`src/rtl/datapath_pkg.sv`:
```
// Shared datapath constants and types used by the decode/execute boundary logic.
// Immediate and word widths live here so every stage agrees on them.
package datapath_pkg;

    localparam int IMM_W  = 16;
    localparam int WORD_W = 32;

    typedef logic [WORD_W-1:0] word_t;

endpackage : datapath_pkg

```
`src/rtl/sign_extend_if.sv`:
```
// Immediate bus between the decoder and the extender: raw field in, widened operands out.
interface sign_extend_if
    import datapath_pkg::*;
#(
    parameter int IN_W  = IMM_W,
    parameter int OUT_W = WORD_W
);

    logic [IN_W-1:0]  Imm16;
    logic [OUT_W-1:0] Imm32;
    logic [OUT_W-1:0] Imm32_q;

    modport master (
        output Imm16,
        input  Imm32,
        input  Imm32_q
    );

    modport slave (
        input  Imm16,
        output Imm32,
        output Imm32_q
    );

endinterface : sign_extend_if

```
`src/rtl/sign_extend.sv`:
```
// Widens the instruction immediate to a datapath word (sign or zero fill) and
// provides a registered copy for pipelined consumers.
module sign_extend
    import datapath_pkg::*;
#(
    parameter int IN_W     = IMM_W,
    parameter int OUT_W    = WORD_W,
    parameter bit ZERO_EXT = 1'b0
) (
    input  logic          clk,
    input  logic          rst_n,
    sign_extend_if.slave  bus
);

    logic [OUT_W-1:0] ext;
    logic [OUT_W-1:0] extQ;

    // Equal widths need no fill; a zero-count replication is not legal.
    generate
        if (OUT_W == IN_W) begin : g_pass
            assign ext = bus.Imm16;
        end else begin : g_ext
            logic fill;
            assign fill = ZERO_EXT ? 1'b0 : bus.Imm16[IN_W-1];
            assign ext  = {{(OUT_W-IN_W){fill}}, bus.Imm16};
        end
    endgenerate

    always_ff @(posedge clk or negedge rst_n) begin
        if (!rst_n) begin
            extQ <= '0;
        end else begin
            extQ <= ext;
        end
    end

    assign bus.Imm32   = ext;
    assign bus.Imm32_q = extQ;

endmodule : sign_extend

```
`src/flat_wrapper.sv`:
```
// flat-port wrapper written by rule: the top's interface ports become plain ports
module sign_extend_flat import datapath_pkg::*;
#(
    parameter int IN_W     = IMM_W,
    parameter int OUT_W    = WORD_W,
    parameter bit ZERO_EXT = 1'b0
)
  (clk, rst_n, bus_Imm16, bus_Imm32, bus_Imm32_q);
  sign_extend_if #(.IN_W(IN_W), .OUT_W(OUT_W)) bus_i ();
  input  logic clk;
  input  logic rst_n;
  input wire logic [$bits(bus_i.Imm16)-1:0] bus_Imm16;
  output wire logic [$bits(bus_i.Imm32)-1:0] bus_Imm32;
  output wire logic [$bits(bus_i.Imm32_q)-1:0] bus_Imm32_q;
  assign bus_i.Imm16 = bus_Imm16;
  assign bus_Imm32 = bus_i.Imm32;
  assign bus_Imm32_q = bus_i.Imm32_q;
  sign_extend #(.IN_W(IN_W), .OUT_W(OUT_W), .ZERO_EXT(ZERO_EXT)) u_core (.clk(clk), .rst_n(rst_n), .bus(bus_i));
endmodule
```
`config.mk`:
```
export PLATFORM = sky130hd
export DESIGN_NAME = sign_extend_flat
export DESIGN_NICKNAME = d
export VERILOG_FILES = /design/src/rtl/datapath_pkg.sv /design/src/rtl/sign_extend_if.sv /design/src/rtl/sign_extend.sv /design/src/flat_wrapper.sv
export SDC_FILE = /design/constraint.sdc
export NUM_CORES = 1
export LEC_CHECK = 0
export ABC_AREA = 1
export CAP_MARGIN = 20
export CELL_PAD_IN_SITES_DETAIL_PLACEMENT = 1
export CELL_PAD_IN_SITES_GLOBAL_PLACEMENT = 2
export CORE_MARGIN = 5
export CORE_UTILIZATION = 14
export CTS_CLUSTER_SIZE = 16
export DETAILED_ROUTE_END_ITERATION = 12
export GPL_TIMING_DRIVEN = 1
export PLACE_DENSITY_LB_ADDON = 0.1
export SLEW_MARGIN = 20
export SYNTH_ARGS = -nofsm -noshare
export SYNTH_HDL_FRONTEND = slang
export SYNTH_SLANG_ARGS = --single-unit
```
`constraint.sdc`:
```
create_clock -name clk -period 1.4 [get_ports clk]
set_clock_uncertainty 0.2 [all_clocks]
set_input_delay 0.35 -clock clk [delete_from_list [all_inputs] [get_ports clk]]
set_output_delay 0.35 -clock clk [all_outputs]
set_load 0.05 [all_outputs]
```
==> run_results.csv <==
group,metric,value,unit
outcome,status,"finished with violations",
outcome,violations,"setup timing",
sta,final-max-slew-violation-count,0,
synth,synth_cells,64,
clocking,htree_levels,1,
sta,rsz0062_at_grt,"true",
cells_and_area,largest_reg_flops,16,
min_path,hold_class,"in -> reg",
power_and_ir_drop,powerDensity,853,nW/um^2
sta,worstMarginPinSlew,0.154,ns
placement,gp_congestion,0.577,
floorplanning,core_area,5200,um^2
synth,synth.distinct_cells,2,
min_path,whs_endpoint,"u_core.bus.Imm32_q[12]",
synth,yosysSeqAreaShare,52.6,%
drt,wl_per_cell,13.4,um
clocking,cts-root-buf,"clkbuf_8",
flow_run,drv_cap,0,
synth,synth_fp_nets,82,
global_routing,grt_pass1_wl,3760,um
setup_path,cp_data_required_time,0.85,ns
drt,drt-initial-drc-count,3,
global_routing,grtUsageTotal,6.93,%
clocking,clk_pin_slew,0.07,ns
drt,ant_nets,0,
setup_path,critPathCaptureType,"output pin",
placement,dp.cells,173,
floorplanning,std_cell_rows,26,
floorplanning,die_x,83.7,um
synth,yosysWarnings,0,
cells_and_area,fillers,516,
drt,vias,541,
placement,port_buffers,81,
global_routing,use_met1,6.56,%
global_routing,met3_usage,5.82,%
drt,wirelength,2440,um
sta,holdWs,0.199,ns
clocking,cts_max_path_buffers,2,
synth,ys_seq_elements,16,
power_and_ir_drop,leakagePower,0.983,nW
sta,hold_viol,0,
setup_path,arrival,1.08,ns
global_routing,grt_remaining_overflow,0,
global_routing,grt_use_met2,11.6,%
sta,slew_headroom,89.7,%
global_routing,busiest_layer,"met2",
setup_path,crit_fanout,7,
global_routing,antenna_found_initial,0,
clocking,clock-sinks,16,
clocking,cts.hold.buffers_added,0,
drt,via_per_inst,2.97,
cells_and_area,final-seq-area,404,um^2
sta,fin_crit,1.63,ns
drt,dr.pass1.iters,2,
floorplanning,die_h,83.7,um
cells_and_area,drive_gt1_share,72.3,%
floorplanning,io_pins,82,
min_path,whs_path_depth,1,
floorplanning,die_area,7010,um^2
clocking,numCtsBuffers,3,
global_routing,grt_pass1_vias,631,
global_routing,grt_max_degree,17,
min_path,worstHoldStart,"bus_Imm16[12]",
sta,finalSetupViolCount,17,
cells_and_area,multi_input_area,0,um^2
cells_and_area,nNetsFinal,131,
sta,fin_crit_sh,117,%
clocking,tritoncts,"built",
sta,max_freq,612,MHz
setup_path,startpoint_type,"register",
floorplanning,start_util,14.6,%
synth,synth.cell_area,761,um^2
cells_and_area,layoutNonFillerInstCount,182,
synth,syn_area_per_cell,11.9,um^2
power_and_ir_drop,ir_drop,0.452,mV
cells_and_area,syn_to_final_growth,180,%
setup_path,worstSetupPathType,"reg -> out",
drt,drc,0,
cells_and_area,multi_input_gates,0,
cells_and_area,antenna-diode-count,0,
sta,setup_ws,-0.234,ns
-- through the flow --
stage               utilization [%]  cell area, um^2  total power [mW]  setup slack (ns)  TNS [ns]
floorplan                         -              764             0.960            0.0303         0
global placement               38.7             2010              1.40            -0.395    -10.68
detailed placement             38.7             2010              1.40            -0.412    -11.21
CTS                            40.9             2130              1.85            -0.240     -4.02
global route                   41.0             2130              1.89            -0.262     -4.39
finish                         41.0             2130              1.82            -0.234     -3.91
-- area by class of cell --
| cell class | count | area share [%] |
|---|---|---|
| flip-flops and latches | 16 | 18.9 |
| well taps | 70 | 4.11 |
| clock buffers | 4 | 2.58 |
| repair buffers | 92 | 74.4 |
-- metal layers --
metal  vias to the layer above  share of wire [%]
met4                         0               0.57
met3                         2                 16
li1                        240                  -
met2                        44                 54
met1                       255                 29
met5                         -                  0
-- synthesized netlist by cell type, drive strengths merged --
cell type,count,share of area (%)
dfrtp,16,53
buf,48,47
-- critical path, cell delays in order, from the launching register on --
cell,delay [ns]
dfrtp_4,0.51
buf_12,0.17
buf_12,0.14
-- what timing repair did --
item	CTS	global route
setup buffers	4	0
endpoints found under the setup margin	49	28
resized for setup	21	1
endpoints found under the hold margin	0	0
gates cloned	1	0
-- worst max path at each step --
stage | startpoint | endpoint | slack [ns]
6_report | u_core.bus.Imm32_q[15] | bus_Imm32_q[22] | -0.23
3_5_place_dp | bus_Imm16[15] | bus_Imm32[31] | -0.41
5_1_grt | u_core.bus.Imm32_q[15] | bus_Imm32_q[22] | -0.26
2_1_floorplan | u_core.bus.Imm32_q[15] | bus_Imm32_q[16] | 0.03
3_3_place_gp | bus_Imm16[15] | bus_Imm32[26] | -0.40
4_1_cts | u_core.bus.Imm32_q[15] | bus_Imm32_q[22] | -0.24
-- where the power goes --
group	total [mW]	internal, mW	leakage (nW)	switching (mW)
sequential	0.508	0.487	0.186	0.0207
combinational	0.893	0.425	0.769	0.467
clock	0.420	0.250	0.0288	0.170
total	1.82	1.16	0.983	0.659
-- logic make-up (layout without fill, tap and decap cells) --
group	Yosys count	count (layout)	synth area share (%)
buffers and inverters	48	96	47.4
DFF	16	16	52.6
-- placed cells by master, fill, tap and decap left out --
cell type         n
buf_12           68
buf_16            1
buf_4             5
buf_6             1
clkbuf_4          1
clkbuf_8          4
clkdlybuf4s50_1   1
dfrtp_1          15
dfrtp_4           1
dlygate4sd2_1    15
(Power assumes the default switching activity.)
